### src/rtl/multi_chamber_lock.sv
// Multi-chamber gondola lock: saturating chamber levels, timed per-gate FSMs and gondola tracking.
// Optional macro LOCK_AUTOCLOSE_EN: auto-close a crossed gate and hold it shut until its request drops.
module multi_chamber_lock #(
    parameter int unsigned N_CHAMBERS  = 2,
    parameter int unsigned MAX_LEVEL   = 3,
    parameter int unsigned GATE_CYCLES = 4,
    localparam int unsigned LW = $clog2(MAX_LEVEL + 1),
    localparam int unsigned P  = N_CHAMBERS + 2,
    localparam int unsigned NG = N_CHAMBERS + 1
) (
    input  logic                     clk,
    input  logic                     reset,
    input  logic [N_CHAMBERS-1:0]    increase,
    input  logic [N_CHAMBERS-1:0]    decrease,
    input  logic [NG-1:0]            gateReq,
    input  logic                     moveR,
    input  logic                     moveL,
    output logic [P-1:0]             gondPos,
    output logic [NG-1:0]            gateClosed,
    output logic [NG-1:0]            gateOpen,
    output logic [N_CHAMBERS*LW-1:0] level,
    output logic                     err
);

    localparam int unsigned CW = (GATE_CYCLES > 1) ? $clog2(GATE_CYCLES) : 1;
    localparam int unsigned PW = $clog2(P);

    typedef enum logic [1:0] {G_CLOSED, G_OPENING, G_OPEN, G_CLOSING} gate_state_e;

    gate_state_e   gst_q [NG];
    gate_state_e   gst_d [NG];
    logic [CW-1:0] cnt_q [NG];
    logic [CW-1:0] cnt_d [NG];
    logic [LW-1:0] lvl_q [N_CHAMBERS];
    logic [LW-1:0] lvl_d [N_CHAMBERS];
    logic [LW-1:0] pos_lvl [P];
    logic [PW-1:0] pos_q, pos_d;
    logic          err_q, err_d;
    logic [P-1:0]  open_r, open_l;
    logic [NG-1:0] force_close, no_reopen;

    // Decoded outputs: gate status, one-hot position, packed levels.
    always_comb begin
        for (int g = 0; g < NG; g++) begin
            gateClosed[g] = (gst_q[g] == G_CLOSED);
            gateOpen[g]   = (gst_q[g] == G_OPEN);
        end
        gondPos = P'(1) << pos_q;
        level   = '0;
        for (int c = 0; c < N_CHAMBERS; c++) begin
            level[c*LW +: LW] = lvl_q[c];
        end
        err = err_q;
    end

    // Position levels and whether the gate to the right / left of each position is open.
    always_comb begin
        pos_lvl[0]   = '0;
        pos_lvl[P-1] = LW'(MAX_LEVEL);
        for (int c = 0; c < N_CHAMBERS; c++) begin
            pos_lvl[c+1] = lvl_q[c];
        end
        open_r = {1'b0, gateOpen};
        open_l = {gateOpen, 1'b0};
    end

`ifdef LOCK_AUTOCLOSE_EN
    logic [NG-1:0] cross_q, cross_d, lock_q, lock_d;

    // A crossing forces the gate closed next edge and locks it until the request is seen low.
    always_comb begin
        cross_d = '0;
        if (moveR && !moveL && open_r[pos_q]) begin
            cross_d = gondPos[NG-1:0];
        end else if (moveL && !moveR && open_l[pos_q]) begin
            cross_d = gondPos[P-1:1];
        end
        lock_d = (lock_q & gateReq) | cross_d;
    end

    always_ff @(posedge clk or negedge reset) begin
        if (!reset) begin
            cross_q <= '0;
            lock_q  <= '0;
        end else begin
            cross_q <= cross_d;
            lock_q  <= lock_d;
        end
    end

    assign force_close = cross_q;
    assign no_reopen   = lock_q;
`else
    assign force_close = '0;
    assign no_reopen   = '0;
`endif

    // Next-state logic for levels, gate FSMs and gondola position.
    always_comb begin
        for (int c = 0; c < N_CHAMBERS; c++) begin
            lvl_d[c] = lvl_q[c];
            if (gst_q[c] == G_CLOSED && gst_q[c+1] == G_CLOSED) begin
                if (increase[c] && !decrease[c] && lvl_q[c] != LW'(MAX_LEVEL)) begin
                    lvl_d[c] = lvl_q[c] + LW'(1);
                end else if (decrease[c] && !increase[c] && lvl_q[c] != '0) begin
                    lvl_d[c] = lvl_q[c] - LW'(1);
                end
            end
        end

        for (int g = 0; g < NG; g++) begin
            gst_d[g] = gst_q[g];
            cnt_d[g] = cnt_q[g];
            case (gst_q[g])
                G_CLOSED: begin
                    if (gateReq[g] && !no_reopen[g] && pos_lvl[g] == pos_lvl[g+1]) begin
                        gst_d[g] = G_OPENING;
                        cnt_d[g] = CW'(GATE_CYCLES - 1);
                    end
                end
                G_OPENING: begin
                    if (!gateReq[g] || force_close[g]) begin
                        gst_d[g] = G_CLOSING;
                        cnt_d[g] = CW'(GATE_CYCLES - 1);
                    end else if (cnt_q[g] == '0) begin
                        gst_d[g] = G_OPEN;
                    end else begin
                        cnt_d[g] = cnt_q[g] - CW'(1);
                    end
                end
                G_OPEN: begin
                    if (!gateReq[g] || force_close[g]) begin
                        gst_d[g] = G_CLOSING;
                        cnt_d[g] = CW'(GATE_CYCLES - 1);
                    end
                end
                G_CLOSING: begin
                    if (cnt_q[g] == '0) begin
                        gst_d[g] = G_CLOSED;
                    end else begin
                        cnt_d[g] = cnt_q[g] - CW'(1);
                    end
                end
                default: gst_d[g] = G_CLOSED;
            endcase
        end

        pos_d = pos_q;
        err_d = 1'b0;
        if (moveR && moveL) begin
            err_d = 1'b1;
        end else if (moveR) begin
            if (open_r[pos_q]) pos_d = pos_q + PW'(1);
            else               err_d = 1'b1;
        end else if (moveL) begin
            if (open_l[pos_q]) pos_d = pos_q - PW'(1);
            else               err_d = 1'b1;
        end
    end

    always_ff @(posedge clk or negedge reset) begin
        if (!reset) begin
            for (int g = 0; g < NG; g++) begin
                gst_q[g] <= G_CLOSED;
                cnt_q[g] <= '0;
            end
            for (int c = 0; c < N_CHAMBERS; c++) begin
                lvl_q[c] <= '0;
            end
            pos_q <= '0;
            err_q <= 1'b0;
        end else begin
            for (int g = 0; g < NG; g++) begin
                gst_q[g] <= gst_d[g];
                cnt_q[g] <= cnt_d[g];
            end
            for (int c = 0; c < N_CHAMBERS; c++) begin
                lvl_q[c] <= lvl_d[c];
            end
            pos_q <= pos_d;
            err_q <= err_d;
        end
    end

endmodule

### config.mk
export PLATFORM = sky130hd
export DESIGN_NAME = multi_chamber_lock
export DESIGN_NICKNAME = d
export VERILOG_FILES = /design/src/rtl/multi_chamber_lock.sv
export SDC_FILE = /design/constraint.sdc
export NUM_CORES = 1
export LEC_CHECK = 0
export ABC_AREA = 1
export CAP_MARGIN = 5
export CORE_MARGIN = 5
export CORE_UTILIZATION = 47
export DETAILED_ROUTE_END_ITERATION = 7
export PLACE_DENSITY = 0.75
export SLEW_MARGIN = 20
export SYNTH_ARGS = -nofsm -noshare
export SYNTH_HDL_FRONTEND = slang
export SYNTH_SLANG_ARGS = --single-unit
export TNS_END_PERCENT = 30
### constraint.sdc
create_clock -name clk -period 1.4 [get_ports clk]
set_input_delay 0.28 -clock clk [delete_from_list [all_inputs] [get_ports clk]]
set_output_delay 0.28 -clock clk [all_outputs]
set_load 0.02 [all_outputs]
### After elaboration in Yosys (flattened, before gate mapping)

Cells that the tools add are included.

| word-level totals | value |
|---|---|
| input port bits | 11 |
| flip-flop bits (word level) | 19 |
| word-level logic and storage cells | 135 |
| output and inout port bits | 15 |

| cells by class | value |
|---|---|
| shift-type cells | 1 |
| $add $sub $neg | 9 |
| reduce and logical (&&, ||, !) cells | 40 |
| muxes and demuxes | 47 |
| bitwise gates (word level) | 1 |
| equality and inequality tests | 26 |
| magnitude comparators | 1 |

Operators with widths:

| operator | number |
|---|---|
| $mux 2 | 32 |
| $pmux 2 s4 | 6 |
| $ne 2x2->1 const B | 8 |
| $reduce_and 4->1 | 4 |
| $eq 2x2->1 const B | 7 |
| $logic_and 1x1->1 | 14 |
| $logic_not 2->1 | 7 |
| $reduce_bool 2->1 | 6 |
| $sub 2x1->2 const B | 6 |
| $reduce_and 2->1 | 5 |
| $ne 3x3->1 const B | 3 |
| $ne 2x1->1 const B | 4 |
| $mux 1 | 7 |
| $add 2x1->2 const B | 3 |
| $eq 2x1->1 const B | 3 |
| $bmux 1 s2 | 2 |
| $logic_not 1->1 | 4 |
| $shl 1x2->4 const A | 1 |
| $lt 2x3->1 const B | 1 |
| $eq 2x2->1 | 1 |
| $not 1->1 | 1 |

### Logic depth before layout (Yosys ltp)

| depth | value |
|---|---|
| depth after elaboration | 7 |
| depth in mapped cells | 9 |
| mapped depth without buffers | 9 |

### Least setup slack after synthesis

Ideal clock, no wire load.

| timing path | value |
|---|---|
| kind | reg2reg |
| from | register gst_q[4] (netlist bit) |
| to | register pos_q[1] |
| period minus slack after synthesis | 1433 ps |
| path slack | -33 ps |
| buffers on the path | 0 |
| data arrival time | 1316 ps |
| stages on the path, launching flop included | 10 |
| setup time | 117 ps |
| data required time | 1283 ps |
| cells stage by stage | dfrtp_1 > inv_1 > ha_1 > nand3_1 > nand2_2 > nor2_4 > nor2_4 > nand2_2 > nand2_1 > nand2_1 |

| on the way | value |
|---|---|
| cells in the longest elaborated chain, start to end | 5 |
| elaborated cells on any way between the ends | 8 |
| classes of those cells | eq/ne (2); mux (4); reduce/logical (2) |

RTL lines:

| what | RTL line | RTL |
|---|---|---|
| start, declared | 30 | `gate_state_e gst_q [NG];` |
| start signal, assigned by index | 174 | `gst_q[g] <= gst_d[g];` |
| $eq 2x2->1 (*) | 46 | `gateOpen[g] = (gst_q[g] == G_OPEN);` |
| via gateOpen[0] | 20 | `output logic [NG-1:0] gateOpen,` |
| $bmux 1 s2 (on tied branches) | 153, 156 |  |
| $mux 1 (on tied branches) | 153, 156 |  |
| $ne 2x1->1 (no line) or $reduce_bool 2->1 (tied branches) | -- |  |
| $reduce_and 4->1 (no line) (*) | -- |  |
| end signal, assigned | 180 | `pos_q <= pos_d;` |
| end, declared | 37 | `logic [PW-1:0] pos_q, pos_d;` |

The timed path passes the listed nets; every way through them passes the cells marked *. The select of a mux whose other input is x is not followed.
A chain may end at the register's enable or synchronous reset.

### Worst setup path after layout

| timing path | value |
|---|---|
| from | register gst_q[3] (netlist bit) |
| to | output gateOpen[1] |

| on the way | value |
|---|---|
| cells in the longest elaborated chain, start to end | 1 |

RTL lines:

| what | RTL line |
|---|---|
| $eq 2x2->1 | 46 |
| end, declared | 20 |

Every way passes these cells.

==> results by group <==
Timing
  – Max frequency: approximately 0.64 GHz
  – Final min period: 1.569 ns
  – Worst rel slew slack: 82.14%
  – Clock Skew: 0.006111 ns
  – Final hold violation count: 0
  – RSZ-0062 raised after global routing: true
  – Setup slack after layout: -0.1687 ns
  – Period utilization: 112.0%
  – Setup TNS: -0.8627 ns
  – Max-slew violations: 0
  – Final setup fails: 11
  – Tightest Pin Transition: 0.2679 ns

Min path
  – Hold Crit Class: input port to async pin

Final layout
  – FILL cells: 194
  – Area occupied by multi-input gates: 1026 um2
  – Commonest non-fill, non-tap cell in the layout: nand2_1
  – # diodes: 0
  – Layout cells sized above 1: 43.55%
  – Area Growth Syn to Fin: 62.45%
  – Storage cell area: 476.7 um2
  – Most frequent cells in the layout: nand2_1 (57), buf_4 (49), inv_1 (19), dfrtp_1 (18), nand3_1 (16)
  – NumNets Final: around 310
  – Final Util: between 70 and 80%

Yosys
  – Mapped Cells: 205
  – Mean Syn Cell Area: ~7.1 um2
  – Ys Warns: 0
  – Sequential share of the synthesized area: 32.51%
  – Flops & latches, synth: 19
  – Syn Nets: 231
  – Synth Cell Area: between 1000 and 1500 um2
  – Synth cell types: 24

Global route
  – Largest net degree at the start of global routing: 20
  – First-pass GRT wire length: 5809 um
  – Total GRT Usage: 16.98%
  – Initial antenna violation count: 0
  – Vias in the first global route: 1,398
  – Grt ovf: 0

Run
  – Max Cap Violations: 0

Route
  – Metal2 WL: 2152 um
  – DR iter-0 viols: 76
  – Residual DRC count: 0
  – Final WL: between 4000 and 5000 um
  – Vias: 1,614
  – Via-to-Cell Ratio: just under 5
  – Average wire per standard cell: 12.64 um
  – Wl on met1: approximately 1700 um
  – Drt first pass iters: 6
  – Max Used Layer: met4
  – Antenna Violating Nets Remaining: 0
  – Met3 Wirelength: approximately 180 um

Clock network
  – Clk Latency, worst-skew pair: roughly 0.30 ns
  – CTS Buf Count: 3
  – Clock transition at the registers of the reported paths: 0.12 ns
  – CTS tree: yes
  – Clock sink total: 19
  – Clock Tree Root: clkbuf_4
  – H-tree level count: 1
  – Maximum buffer depth of the clock tree: 2

Power and ir drop
  – Pwr Total: roughly 6.0 mW
  – Static Leak: ~1.2 nW
  – VDD IR max: 0.001591 V
  – P per Cell Area: 2531 nW/um2

Run status
  – Status: finished with violations
  – Failing checks: setup timing

Place
  – Final HPWL DP: 2731 um
  – Placer Congestion: 0.8429
  – PortBufs: 25

Floorplanning
  – Die area: roughly 4300 um2
  – Die H: 65.79 um
  – Site Rows: 20
  – Die W: 65.79 um
  – CORE AREA: 3028 um2
  – Num ports: 26
  – Initial core utilization: 48.31%

Critical path
  – Critical path arrival: 1.29 ns
  – Critical Path End Type: primary output
  – Critical path class: flop to primary output
  – Crit path launch type: flop
  – Reg2reg setup slack: -0.12 ns
  – Largest fanout on the critical path: 3
  – CP Data Required Time: 1.12 ns
where the power goes:
part           switching (mW)  total (mW)  internal, mW
logic                    2.41        4.64          2.23
registers               0.247        1.08         0.832
clock network           0.186       0.293         0.106
per-stage QoR:
step / hold WS (ns) / cell area (um2) / setup WS (ns) / std cells
6_report: 0.3112 / 2376 / -0.1687 / 331
5_1_grt: 0.3173 / 2376 / -0.2359 / 331
4_1_cts: 0.3101 / 2118 / -0.1368 / 320
3_5_place_dp: 0.4949 / 2066 / -0.1473 / 313
3_3_place_gp: 0.4874 / 2066 / -0.1227 / 313
2_1_floorplan: -0.01559 / 1468 / 0.005886 / 205
routing by layer:
metal | up-vias | global-route usage [%]
li1 | 809 | -
met1 | 738 | 21.49
met2 | 51 | 30.54
met3 | 16 | 1.020
met4 | 0 | 5.440
met5 | - | 0
logic make-up (layout without fill, tap and decap cells):
kind of cell	Yosys count	in the layout	share of synthesized area, %
AOI/OAI and AO/OA	25	25	9.666
xor gates and xnor gates	3	3	1.797
adders and majority gates	15	15	12.83
buffers and inverters	33	115	8.469
DFF	19	19	32.51
and+or+nand+nor	110	110	34.73
worst max-delay path: stages (launching register included):
cell	delay, ns
dfrtp_1	0.44
buf_6	0.13
buf_4	0.13
ha_4	0.16
buf_6	0.12
registers in the layout, indices dropped and copies added, names as in the netlist:
register / cells
pos_q: 2
cnt_q: 6
level: 4
gst_q: 6
err: 1
synth_stat cells:
| cell type | count | area share, % |
|---|---|---|
| o22a_1 | 1 | 0.60 |
| and3_1 | 1 | 0.43 |
| or2_1 | 1 | 0.43 |
| xor2_1 | 3 | 1.8 |
| ha_1 | 15 | 13 |
| nand2_2 | 10 | 4.3 |
| o21ai_2 | 1 | 0.60 |
| a21oi_2 | 1 | 0.60 |
| inv_1 | 26 | 6.7 |
| o21ai_0 | 7 | 2.4 |
| a21oi_1 | 4 | 1.4 |
| nor2_4 | 2 | 1.5 |
| inv_2 | 7 | 1.8 |
| o211ai_1 | 2 | 1.0 |
| nand3_2 | 1 | 0.68 |
| nand3b_1 | 1 | 0.51 |
| nand3_1 | 18 | 6.2 |
| nand4_1 | 2 | 0.86 |
| dfrtp_1 | 19 | 33 |
| nand2_4 | 1 | 0.77 |
| nand2_1 | 61 | 16 |
| nor2_1 | 10 | 2.6 |
| o21ai_1 | 9 | 3.1 |
| nor2_2 | 2 | 0.86 |
cell type report:
cell class | instances | share of cell area (%)
Multi-Input combinational cell | 153 | 43.18
Clock inverter | 1 | 0.2106
Clock buffer | 3 | 0.9479
Sequential cell | 19 | 20.06
Inverter | 33 | 5.319
Timing Repair Buffer | 78 | 27.96
Tap cell | 44 | 2.317
worst paths after layout:
path | from | endpoint | cells past startpoint
max in group asynchronous | reset | pos_q[1] | 2
min in group clk | cnt_q[1] | cnt_q[1] | 2
setup / recovery | gst_q[3] | gateOpen[1] | 4
hold / removal | reset | gst_q[4] | 2
hold reg to reg | cnt_q[1] | cnt_q[1] | 2
setup reg to reg | gst_q[3] | gst_q[2] | 8
what timing repair did:
action | 4_1_cts | 5_1_grt
gates resized for setup | 63 | 49
hold buffers | 0 | 0
pin swaps | 2 | 21
setup endpoints to repair | 26 | 24
setup buffers | 3 | 11
No activity file was read; power rests on OpenSTA's default activity.
